**src/rtl/control_sequencer_pkg.sv**
```systemverilog
// Shared types for the hardwired control sequencer: opcodes, step encoding, instruction classes.
// Latency: n/a (declarations only).
// Backpressure: n/a.
package control_sequencer_pkg;

    localparam int OP_W = 5;
    typedef logic [OP_W-1:0] op_t;

    localparam op_t OP_LD   = 5'b00000;
    localparam op_t OP_LDI  = 5'b00001;
    localparam op_t OP_ST   = 5'b00010;
    localparam op_t OP_ADD  = 5'b00011;
    localparam op_t OP_SHL  = 5'b01011;
    localparam op_t OP_ADDI = 5'b01100;
    localparam op_t OP_ANDI = 5'b01101;
    localparam op_t OP_ORI  = 5'b01110;
    localparam op_t OP_MUL  = 5'b01111;
    localparam op_t OP_DIV  = 5'b10000;
    localparam op_t OP_NEG  = 5'b10001;
    localparam op_t OP_NOT  = 5'b10010;
    localparam op_t OP_BR   = 5'b10011;
    localparam op_t OP_JR   = 5'b10100;
    localparam op_t OP_JAL  = 5'b10101;
    localparam op_t OP_IN   = 5'b10110;
    localparam op_t OP_OUT  = 5'b10111;
    localparam op_t OP_MFHI = 5'b11000;
    localparam op_t OP_MFLO = 5'b11001;
    localparam op_t OP_NOP  = 5'b11010;
    localparam op_t OP_HALT = 5'b11011;

    typedef enum logic [3:0] {
        ST_RESET, ST_T0, ST_T1, ST_T2, ST_T3, ST_T4, ST_T5, ST_T6, ST_T7, ST_HALT
    } step_t;

    // addi is split from andi/ori because only addi forces the ALU to ADD
    typedef enum logic [4:0] {
        CL_LD, CL_LDI, CL_ST, CL_ALU, CL_ADDI, CL_IMM, CL_MULDIV, CL_NEGNOT,
        CL_BR, CL_JR, CL_JAL, CL_IN, CL_OUT, CL_MFHI, CL_MFLO, CL_NOP, CL_HALT
    } iclass_t;

    typedef struct packed {
        logic ir_in;
        logic pc_in;
        logic ry_in;
        logic rz_in;
        logic mar_in;
        logic mdr_in;
        logic hi_in;
        logic lo_in;
        logic outport_in;
        logic hi_out;
        logic lo_out;
        logic zhi_out;
        logic zlo_out;
        logic pc_out;
        logic mdr_out;
        logic inport_out;
        logic c_out;
        logic gra;
        logic grb;
        logic grc;
        logic r_in;
        logic r_out;
        logic ba_out;
        logic con_in;
        logic mem_read;
        logic mem_write;
        logic inc_pc;
        logic op_add;
    } ctrl_t;

    function automatic iclass_t classify(input op_t op);
        iclass_t cl;
        case (op) inside
            OP_LD:             cl = CL_LD;
            OP_LDI:            cl = CL_LDI;
            OP_ST:             cl = CL_ST;
            [OP_ADD:OP_SHL]:   cl = CL_ALU;
            OP_ADDI:           cl = CL_ADDI;
            [OP_ANDI:OP_ORI]:  cl = CL_IMM;
            OP_MUL, OP_DIV:    cl = CL_MULDIV;
            OP_NEG, OP_NOT:    cl = CL_NEGNOT;
            OP_BR:             cl = CL_BR;
            OP_JR:             cl = CL_JR;
            OP_JAL:            cl = CL_JAL;
            OP_IN:             cl = CL_IN;
            OP_OUT:            cl = CL_OUT;
            OP_MFHI:           cl = CL_MFHI;
            OP_MFLO:           cl = CL_MFLO;
            OP_NOP:            cl = CL_NOP;
            OP_HALT:           cl = CL_HALT;
            default:           cl = CL_NOP;   // reserved opcodes behave as nop
        endcase
        return cl;
    endfunction

    // Steps that strobe the RAM and therefore stretch by the wait count
    function automatic logic is_mem_step(input step_t st, input iclass_t cl);
        return (st == ST_T1) || (st == ST_T6 && cl == CL_LD) || (st == ST_T7 && cl == CL_ST);
    endfunction

endpackage

```
**src/rtl/control_step_decode.sv**
```systemverilog
// Combinational decode of (step, instruction class, branch condition) into the datapath control word.
// Latency: zero cycles, pure function of registered step/class state.
// Backpressure: none; memory stretching is handled by the step FSM holding its state.
module control_step_decode
    import control_sequencer_pkg::*;
(
    input  step_t   state,
    input  iclass_t cls,
    input  logic    con_ff_bit,
    output ctrl_t   ctrl,
    output logic    run
);

    // One row per step; at most one bus source is raised in any row
    always_comb begin
        ctrl = '0;
        run  = 1'b1;
        case (state)
            ST_RESET, ST_HALT: run = 1'b0;
            ST_T0: begin
                ctrl.pc_out = 1'b1; ctrl.mar_in = 1'b1; ctrl.inc_pc = 1'b1; ctrl.rz_in = 1'b1;
            end
            ST_T1: begin
                ctrl.zlo_out = 1'b1; ctrl.pc_in = 1'b1; ctrl.mem_read = 1'b1; ctrl.mdr_in = 1'b1;
            end
            ST_T2: begin
                ctrl.mdr_out = 1'b1; ctrl.ir_in = 1'b1;
            end
            ST_T3: begin
                case (cls)
                    CL_ALU, CL_ADDI, CL_IMM: begin ctrl.grb = 1'b1; ctrl.r_out = 1'b1; ctrl.ry_in = 1'b1; end
                    CL_LD, CL_LDI, CL_ST:    begin ctrl.grb = 1'b1; ctrl.ba_out = 1'b1; ctrl.ry_in = 1'b1; end
                    CL_MULDIV: begin ctrl.gra = 1'b1; ctrl.r_out = 1'b1; ctrl.ry_in = 1'b1; end
                    CL_NEGNOT: begin ctrl.grb = 1'b1; ctrl.r_out = 1'b1; ctrl.rz_in = 1'b1; end
                    CL_BR:     begin ctrl.gra = 1'b1; ctrl.r_out = 1'b1; ctrl.con_in = 1'b1; end
                    CL_JR:     begin ctrl.gra = 1'b1; ctrl.r_out = 1'b1; ctrl.pc_in = 1'b1; end
                    // link register R15 is forced by the datapath when Grb selects under jal
                    CL_JAL:    begin ctrl.pc_out = 1'b1; ctrl.grb = 1'b1; ctrl.r_in = 1'b1; end
                    CL_IN:     begin ctrl.inport_out = 1'b1; ctrl.gra = 1'b1; ctrl.r_in = 1'b1; end
                    CL_OUT:    begin ctrl.gra = 1'b1; ctrl.r_out = 1'b1; ctrl.outport_in = 1'b1; end
                    CL_MFHI:   begin ctrl.hi_out = 1'b1; ctrl.gra = 1'b1; ctrl.r_in = 1'b1; end
                    CL_MFLO:   begin ctrl.lo_out = 1'b1; ctrl.gra = 1'b1; ctrl.r_in = 1'b1; end
                    default: ;
                endcase
            end
            ST_T4: begin
                case (cls)
                    CL_ALU:    begin ctrl.grc = 1'b1; ctrl.r_out = 1'b1; ctrl.rz_in = 1'b1; end
                    CL_IMM:    begin ctrl.c_out = 1'b1; ctrl.rz_in = 1'b1; end
                    CL_ADDI, CL_LD, CL_LDI, CL_ST: begin
                        ctrl.c_out = 1'b1; ctrl.rz_in = 1'b1; ctrl.op_add = 1'b1;
                    end
                    CL_MULDIV: begin ctrl.grb = 1'b1; ctrl.r_out = 1'b1; ctrl.rz_in = 1'b1; end
                    CL_NEGNOT: begin ctrl.zlo_out = 1'b1; ctrl.gra = 1'b1; ctrl.r_in = 1'b1; end
                    CL_BR:     begin ctrl.pc_out = 1'b1; ctrl.ry_in = 1'b1; end
                    CL_JAL:    begin ctrl.gra = 1'b1; ctrl.r_out = 1'b1; ctrl.pc_in = 1'b1; end
                    default: ;
                endcase
            end
            ST_T5: begin
                case (cls)
                    CL_ALU, CL_ADDI, CL_IMM, CL_LDI: begin
                        ctrl.zlo_out = 1'b1; ctrl.gra = 1'b1; ctrl.r_in = 1'b1;
                    end
                    CL_LD, CL_ST: begin ctrl.zlo_out = 1'b1; ctrl.mar_in = 1'b1; end
                    CL_MULDIV:    begin ctrl.zlo_out = 1'b1; ctrl.lo_in = 1'b1; end
                    CL_BR:        begin ctrl.c_out = 1'b1; ctrl.rz_in = 1'b1; ctrl.op_add = 1'b1; end
                    default: ;
                endcase
            end
            ST_T6: begin
                case (cls)
                    CL_LD:     begin ctrl.mem_read = 1'b1; ctrl.mdr_in = 1'b1; end
                    CL_ST:     begin ctrl.gra = 1'b1; ctrl.r_out = 1'b1; ctrl.mdr_in = 1'b1; end
                    CL_MULDIV: begin ctrl.zhi_out = 1'b1; ctrl.hi_in = 1'b1; end
                    CL_BR: begin
                        ctrl.zlo_out = con_ff_bit;
                        ctrl.pc_in   = con_ff_bit;
                    end
                    default: ;
                endcase
            end
            ST_T7: begin
                case (cls)
                    CL_LD: begin ctrl.mdr_out = 1'b1; ctrl.gra = 1'b1; ctrl.r_in = 1'b1; end
                    CL_ST: ctrl.mem_write = 1'b1;
                    default: ;
                endcase
            end
            default: run = 1'b0;
        endcase
    end

endmodule

```
**src/rtl/control_sequencer.sv**
```systemverilog
// Hardwired fetch/decode/execute step sequencer driving every datapath control line.
// Latency: one step per clock; memory steps held MEM_WAIT+1 clocks by a 3-bit wait counter.
// Backpressure: none from the datapath; stop halts at the next instruction boundary, clear restarts.
module control_sequencer
    import control_sequencer_pkg::*;
#(
    parameter int MEM_WAIT = 1,
    parameter int OPCODE_W = 5
) (
    input  logic                clock,
    input  logic                clear,
    input  logic [31:0]         IR,
    input  logic                con_ff_bit,
    input  logic                stop,
    output logic                IRin,
    output logic                PCin,
    output logic                RYin,
    output logic                RZin,
    output logic                MARin,
    output logic                MDRin,
    output logic                HIin,
    output logic                LOin,
    output logic                Outport_in,
    output logic                HIout,
    output logic                LOout,
    output logic                Zhi_out,
    output logic                Zlo_out,
    output logic                PCout,
    output logic                MDRout,
    output logic                Inport_out,
    output logic                Cout,
    output logic                Gra,
    output logic                Grb,
    output logic                Grc,
    output logic                Rin,
    output logic                Rout,
    output logic                BAout,
    output logic                CONin,
    output logic                Mem_read,
    output logic                Mem_write,
    output logic                IncPC,
    output logic [OPCODE_W-1:0] opcode,
    output logic                run
);

    localparam logic [2:0] MEM_WAIT_CNT = 3'(MEM_WAIT);

    step_t   state;
    step_t   nxt;
    iclass_t class_q;
    iclass_t ir_class;
    iclass_t cls;
    logic [2:0] wait_cnt;
    logic    stop_req;
    ctrl_t   ctrl;
    logic    run_dec;
    op_t     op_sel;
    logic    ir_unused;

    // Only the opcode field steers sequencing; operand fields belong to the datapath
    assign ir_unused = ^IR[26:0];
    assign ir_class  = classify(IR[31:27]);
    // IR becomes valid at T3; the class is held from then on so later steps ignore IR
    assign cls = (state == ST_T3) ? ir_class : class_q;

    // Step successor ignoring memory waits and stop
    always_comb begin
        nxt = ST_RESET;
        case (state)
            ST_RESET: nxt = ST_T0;
            ST_T0:    nxt = ST_T1;
            ST_T1:    nxt = ST_T2;
            ST_T2:    nxt = ST_T3;
            ST_T3: begin
                case (cls)
                    CL_NOP, CL_JR, CL_IN, CL_OUT, CL_MFHI, CL_MFLO: nxt = ST_T0;
                    CL_HALT: nxt = ST_HALT;
                    default: nxt = ST_T4;
                endcase
            end
            ST_T4:    nxt = (cls == CL_NEGNOT || cls == CL_JAL) ? ST_T0 : ST_T5;
            ST_T5: begin
                case (cls)
                    CL_ALU, CL_ADDI, CL_IMM, CL_LDI: nxt = ST_T0;
                    default: nxt = ST_T6;
                endcase
            end
            ST_T6:    nxt = (cls == CL_MULDIV || cls == CL_BR) ? ST_T0 : ST_T7;
            ST_T7:    nxt = ST_T0;
            ST_HALT:  nxt = ST_HALT;
            default:  nxt = ST_RESET;
        endcase
    end

    // Step register, memory wait counter and sticky stop request
    always_ff @(posedge clock) begin
        if (clear) begin
            state    <= ST_RESET;
            wait_cnt <= 3'd0;
            class_q  <= CL_NOP;
            stop_req <= 1'b0;
        end else begin
            if (stop) begin
                stop_req <= 1'b1;
            end
            if (state == ST_T3) begin
                class_q <= ir_class;
            end
            if (is_mem_step(state, cls) && wait_cnt != 3'd0) begin
                wait_cnt <= wait_cnt - 3'd1;
            end else begin
                // a pending stop diverts the instruction-boundary fetch into HALT
                if (nxt == ST_T0 && (stop_req || stop)) begin
                    state <= ST_HALT;
                end else begin
                    state <= nxt;
                end
                wait_cnt <= is_mem_step(nxt, cls) ? MEM_WAIT_CNT : 3'd0;
            end
        end
    end

    control_step_decode u_decode (
        .state      (state),
        .cls        (cls),
        .con_ff_bit (con_ff_bit),
        .ctrl       (ctrl),
        .run        (run_dec)
    );

    assign op_sel = ctrl.op_add ? OP_ADD : IR[31:27];
    assign opcode = run_dec ? OPCODE_W'(op_sel) : '0;
    assign run    = run_dec;

    assign IRin       = ctrl.ir_in;
    assign PCin       = ctrl.pc_in;
    assign RYin       = ctrl.ry_in;
    assign RZin       = ctrl.rz_in;
    assign MARin      = ctrl.mar_in;
    assign MDRin      = ctrl.mdr_in;
    assign HIin       = ctrl.hi_in;
    assign LOin       = ctrl.lo_in;
    assign Outport_in = ctrl.outport_in;
    assign HIout      = ctrl.hi_out;
    assign LOout      = ctrl.lo_out;
    assign Zhi_out    = ctrl.zhi_out;
    assign Zlo_out    = ctrl.zlo_out;
    assign PCout      = ctrl.pc_out;
    assign MDRout     = ctrl.mdr_out;
    assign Inport_out = ctrl.inport_out;
    assign Cout       = ctrl.c_out;
    assign Gra        = ctrl.gra;
    assign Grb        = ctrl.grb;
    assign Grc        = ctrl.grc;
    assign Rin        = ctrl.r_in;
    assign Rout       = ctrl.r_out;
    assign BAout      = ctrl.ba_out;
    assign CONin      = ctrl.con_in;
    assign Mem_read   = ctrl.mem_read;
    assign Mem_write  = ctrl.mem_write;
    assign IncPC      = ctrl.inc_pc;

endmodule

```
**config.mk**
```make
export PLATFORM = sky130hd
export DESIGN_NAME = control_sequencer
export DESIGN_NICKNAME = d
export VERILOG_FILES = /design/src/rtl/control_sequencer_pkg.sv /design/src/rtl/control_step_decode.sv /design/src/rtl/control_sequencer.sv
export SDC_FILE = /design/constraint.sdc
export NUM_CORES = 1
export LEC_CHECK = 0
export ABC_AREA = 1
export BUFFER_PORTS_ARGS = -buffer_cell sky130_fd_sc_hd__buf_2
export CAP_MARGIN = 20
export CORE_MARGIN = 2
export CORE_UTILIZATION = 35
export CTS_BUF_LIST = sky130_fd_sc_hd__clkbuf_4 sky130_fd_sc_hd__clkbuf_8
export DETAILED_ROUTE_END_ITERATION = 6
export PLACE_DENSITY_LB_ADDON = 0.25
export SYNTH_ARGS = -nofsm -noshare
export SYNTH_HDL_FRONTEND = slang
export SYNTH_HIERARCHICAL = 1
export SYNTH_SLANG_ARGS = --single-unit
```
**constraint.sdc**
```tcl
create_clock -name clock -period 5.4 [get_ports clock]
set_input_delay 1.08 -clock clock [delete_from_list [all_inputs] [get_ports clock]]
set_output_delay 1.08 -clock clock [all_outputs]
set_load 0.01 [all_outputs]
```
==> run_results.csv, run 1 <==
group,metric,value,unit
setup_path,critPathLaunch,"IR[29]",
logic_synthesis,ys.flop_type,"dfxtp_1",
floorplanning,die_width,75.4,microns
setup_path,reg2regPathDepth,16,
setup_path,r2r_start,"state[0]$_SDFFE_PP0N_",
layout,fillers,580,
logic_synthesis,synth-edff-count,0,
clock_tree,cts_buffers,3,
place,gp_congestion,0.923,
logic_synthesis,yosysWarningCount,6,
grt,grt_pass1_wl,8070,microns
power_and_ir_drop,ir_drop,171,uV
layout,diodes,0,
clock_tree,cts_resized,0,
route,avgViaCountPerCell,4.88,
place,hpwl,3960,microns
sta,post-route-min-period,4280,ps
clock_tree,cts.sinks,13,
logic_synthesis,netlist_area,1780,sq um
job,max_cap_violations,0,
layout,multi_input_area,1290,sq um
logic_synthesis,synthTopCellsByCount,"nand2_1 (99), nor2_1 (65), inv_1 (40)",
route,routed_wirelength,4720,microns
power_and_ir_drop,p_per_area,281,nW/um^2
sta,worstMarginPinSlew,528,ps
logic_synthesis,post-synth-top-area-cell,"nand2_1",
hold_path,hold_path_end,"stop_req$_SDFFE_PP0P_",
sta,slew_headroom,64.8,%
setup_path,crit_required,4320,ps
clock_tree,cts_root_buffer,"clkbuf_8",
layout,fin_nets,423,
grt,grt_max_degree,14,
floorplanning,core,4820,sq um
setup_path,r2r_slack,2990,ps
outcome,outcome,"finished, final reports clean",
logic_synthesis,yosys-top-cells-area,"nand2_1 (21%), dfxtp_1 (15%), nor2_1 (14%)",
clock_tree,cts_max_path_buffers,2,
setup_path,cp-end-kind,"primary output",
clock_tree,cts_max_level,1,
layout,post-route-util,43.6,%
sta,fin_setup_tns,0,ps
route,drtAntennaViolNets,0,
setup_path,r2r_end,"state[0]$_SDFFE_PP0N_",
place,dp_slack,1150,ps
sta,rsz0062_at_grt,"no",
sta,finalCritPeriodShare,79.2,%
route,drt_iter0_drc,100,
grt,antenna_found_initial,0,
hold_path,hold_depth,2,
clock_tree,clk_pin_slew,50,ps
sta,worst_slack,1120,ps
logic_synthesis,netlist_instances,342,
power_and_ir_drop,leakagePower,0.00122,uW
grt,grtUsageTotal,17.7,%
sta,slew_violations,0,
route,drc_errors,0,
clock_tree,tritoncts,"done",
logic_synthesis,ys_types,29,
place,port_buffers,41,
logic_synthesis,synth_nets,380,
grt,overflow,0,
logic_synthesis,ys_ff_latch,13,
grt,grt_pass1_vias,1942,
layout,area_growth_syn_to_layout,17.7,%
logic_synthesis,synthArstFlopShare,0,%
sta,fmax,234,MHz
route,firstDrtPassIters,4,
setup_path,worstPathMaxFanout,9,
floorplanning,die_height,75.4,microns
layout,register_area,260,sq um
layout,layout-drive-gt1-share,23.4,%
route,wl_per_cell,10.5,microns
hold_path,hp-start,"stop_req$_SDFFE_PP0P_",
sta,setup_viol,0,
route,vias,2203,
logic_synthesis,syn-mean-instance-area,5.22,sq um
sta,timing.final.hold_violations,0,
setup_path,startpoint_type,"input pin",
floorplanning,die_area,5690,sq um
floorplanning,rows,25,
setup_path,cp.arrival,3200,ps
hold_path,holdCritPathClass,"flop to flop",
clock_tree,clock_latency,240,ps
clock_tree,cts_setup_buffers,0,
sta,timing.hold.ws,464,ps
logic_synthesis,yosysSeqAreaShare,14.6,%
setup_path,worstSetupPathType,"input pin to primary output",
logic_synthesis,synth_top_area_share,20.8,%
clock_tree,cts-hold-fix-buffers,0,
floorplanning,start_util,37.0,%
floorplanning,ios,69,
logic_synthesis,synth_most_common_cell,"nand2_1",
sta,finClkSkew,0.742,ps
## area by class of cell
type                            instances  share of cell area (%)
Clock buffer                            4                    2.32
Inverter                               54                    9.83
Multi-Input combinational cell        272                    61.7
Sequential cell                        13                    12.4
Tap cell                               67                    3.99
Timing Repair Buffer                   41                    9.77
## sequential cells by signal, indices dropped and copies added, names as in the netlist
signal and count:
state 4, class_q 5, stop_req 1, wait_cnt 3
## cells by family after synthesis
kind of cell / Yosys count / synth area share, %
AOI/OAI and AO/OA: 27 / 9.12
adders and majority gates: 2 / 1.40
buffers and inverters: 57 / 12.8
DFF: 13 / 14.6
and+or+nand+nor: 243 / 62.1
## report_power, final
part	switching [uW]	internal (uW)
Sequential	23.1	111
Combinational	243	122
Clock	32.4	57.0
## placed cells by master, fill, tap and decap left out, types with 8 or more instances in the layout
cell type  instances
nand2_1           99
buf_2             41
a21oi_1            8
nor3_1            10
dfxtp_1           13
o21ai_0            8
inv_2             12
nand2_2           11
nand3_1           36
inv_1             40
nor2_1            65
## worst max path at each step
stage / slack [ps] / depth (start not counted) / endpoint
after floorplan: 1660 / 16 / opcode[0]
after global placement: 1090 / 17 / opcode[0]
after detailed placement: 1150 / 17 / opcode[0]
after CTS: 1140 / 17 / opcode[0]
after global routing: 870 / 17 / opcode[1]
final: 1120 / 17 / opcode[0]
## stage by stage
| stage | area [sq um] | std cells | power, uW |
|---|---|---|---|
| 3_5_place_dp | 2050 | 447 | 502 |
| 5_1_grt | 2100 | 451 | 653 |
| 2_1_floorplan | 1780 | 342 | 400 |
| 3_3_place_gp | 2050 | 447 | 501 |
| 4_1_cts | 2100 | 451 | 594 |
| 6_report | 2100 | 451 | 590 |
## critical path, stage by stage
cell and delay [ps]:
buf_2 140, nor2_2 220, nand2_1 70, nand2_1 70, nand2_1 50, nor2_1 120, nand3_2 100, nand2_2 170
nand2_1 110, nor2_4 150, nand2_1 140, nor2_1 230, inv_1 80, nand2_1 130, inv_1 70, a21oi_1 130
buf_2 140
## layer usage
layer / vias to the layer above / routed length (microns) / GRT usage (%)
met5: - / 0 / 0
met4: 0 / 91 / 5.65
met3: 11 / 214 / 0.926
met2: 64 / 2200 / 31.9
met1: 963 / 2220 / 22.6
li1: 1165 / - / -
Note: power is estimated with default switching activity, not from simulation.
==> run 2: changes to the inputs <==
==> constraint.sdc (replaced) <==
create_clock -name clock -period 3.5 [get_ports clock]
set_input_delay 0.7 -clock clock [delete_from_list [all_inputs] [get_ports clock]]
set_output_delay 0.7 -clock clock [all_outputs]
set_load 0.01 [all_outputs]
==> run_results.csv, run 2 (same netlist as run 1, synthesis figures left out) <==
group,metric,value,unit
outcome,outcome,"finished, final reports clean",
route,dr_wl_met2,2280,microns
sta,slew_headroom,76.8,%
setup_path,max_stage_delay,160,ps
power_and_ir_drop,p_sw_share,50.1,%
power_and_ir_drop,p_sw,467,uW
sta,rsz0062_at_grt,"no",
sta,worstMarginPinSlew,348,ps
power_and_ir_drop,combPwrFrac,63.5,%
clock_tree,clk_pin_slew,50,ps
route,wl_met3,223,microns
setup_path,cp-end-kind,"primary output",
setup_path,slowest_stage,"buf_4",
floorplanning,ios,69,
floorplanning,rows,25,
clock_tree,cts_max_path_buffers,2,
sta,timing.final.hold_violations,0,
job,max_cap_violations,0,
layout,top_regs,"class_q: 5 flops, state: 4 flops, wait_cnt: 3 flops",
floorplanning,die_height,75.4,microns
floorplanning,start_util,37.0,%
power_and_ir_drop,p_seq_share,21.8,%
setup_path,r2r_slack,1150,ps
floorplanning,core,4820,sq um
grt,overflow,0,
clock_tree,tritoncts,"done",
clock_tree,clock_latency,240,ps
place,placedCellCount,455,
route,drtAntennaViolNets,0,
sta,slew_violations,0,
sta,fmax,308,MHz
clock_tree,cts_max_level,1,
setup_path,cp.arrival,2550,ps
sta,post-route-min-period,3250,ps
power_and_ir_drop,power.internal,465,uW
sta,worst_slack,255,ps
route,vias,2202,
layout,final_common_cell,"nand2_1",
clock_tree,cts.sinks,13,
power_and_ir_drop,power_frac_clock,14.7,%
sta,finalCritPeriodShare,92.7,%
sta,fin_setup_tns,0,ps
layout,largest_register_ff_count,5,
floorplanning,die_area,5690,sq um
layout,layout.cells.non_filler,459,
place,gp_congestion,0.879,
sta,finClkSkew,1.32,ps
place,hpwl,4080,microns
route,drc_errors,0,
layout,fin_nets,431,
layout,top_register,"class_q",
place,dp_slack,165,ps
sta,timing.hold.ws,464,ps
place,port_buffers,41,
setup_path,critical_path.cell_chain,"buf_2 > nand2_2 > clkinv_2 > nor2_1 > nand2_1 > nand2_1 > nor2_1 > nand3_2 > nand2_2 > buf_4 > inv_1 > nand2_4 > nor2_2 > nand2_1 > nand2_1 > nand2_1 > nand2_2 > inv_1 > a21oi_1 > buf_2",
layout,diodes,0,
grt,grt_pass1_vias,1939,
power_and_ir_drop,p_per_area,428,nW/um^2
grt,grt_pass1_wl,8140,microns
grt,grt_max_degree,14,
layout,layout_common_cells,"nand2_1 (98), nor2_1 (62), buf_2 (41), inv_1 (40), nand3_1 (36)",
setup_path,cp_common_cell,"nand2_1",
route,avgViaCountPerCell,4.80,
route,wl_per_cell,10.4,microns
layout,layout-drive-gt1-share,26.0,%
hold_path,holdCritPathClass,"flop to flop",
route,drt-met1-wl,2260,microns
clock_tree,cts_buffers,3,
route,routed_wirelength,4790,microns
route,firstDrtPassIters,4,
route,drt_iter0_drc,105,
setup_path,worstSetupPathType,"input pin to primary output",
clock_tree,cts_root_buffer,"clkbuf_8",
setup_path,startpoint_type,"input pin",
setup_path,crit_required,2800,ps
setup_path,worstPathMaxFanout,8,
power_and_ir_drop,leakagePower,0.00125,uW
clock_tree,cts_setup_buffers,0,
grt,antenna_found_initial,0,
layout,area_growth_syn_to_layout,22.0,%
power_and_ir_drop,ir_drop,293,uV
grt,grtUsageTotal,17.9,%
route,top_layer,"met4",
floorplanning,die_width,75.4,microns
sta,setup_viol,0,
run 2: per-stage QoR:
step	area [sq um]	total power, uW	util, %
after floorplan	1780	618	-
after global placement	2110	793	43.8
after detailed placement	2110	796	43.8
after CTS	2160	937	44.8
after global routing	2180	1030	45.2
final	2180	932	45.2
run 2: power groups by stage:
| stage | combinational (uW) | clock, uW | sequential (uW) |
|---|---|---|---|
| floorplan | 416 | 0 | 202 |
| global placement | 589 | 0 | 204 |
| detailed placement | 591 | 0 | 205 |
| CTS | 593 | 142 | 202 |
| global route | 670 | 150 | 207 |
| finish | 592 | 137 | 203 |
run 2: layout make-up:
cell class                 instances  area [sq um]
fill                             561          2640
multi-input combinational        272          1310
timing repair buffer              49           265
sequential                        13           260
inverter                          54           209
tap                               67          83.8
clock buffer                       4          48.8
run 2: per-layer routing:
metal,GRT usage [%],vias to the layer above
li1,-,1181
met1,23.7,959
met2,31.8,57
met3,0.926,5
met4,4.09,0
met5,0,-
run 2: worst paths after layout:
path,start,to,cells after the start
worst max-delay path,IR[27],opcode[1],20
worst min-delay path,stop_req$_SDFFE_PP0P_,stop_req$_SDFFE_PP0P_,2
worst max register to register,state[0]$_SDFFE_PP0N_,state[3]$_SDFFE_PP0N_,16
worst min register to register,stop_req$_SDFFE_PP0P_,stop_req$_SDFFE_PP0P_,2
run 2: repair_timing:
action | CTS | global route
endpoints found under the setup margin | 0 | 5
gates resized for setup | 0 | 6
hold buffers | 0 | 0
run 2: critical path, delay by kind of cell:
family | cells | cell delay, ps
AND/OR/NAND/NOR | 13 | 980
buffers and inverters | 6 | 720
AO/OA/AOI/OAI | 1 | 120
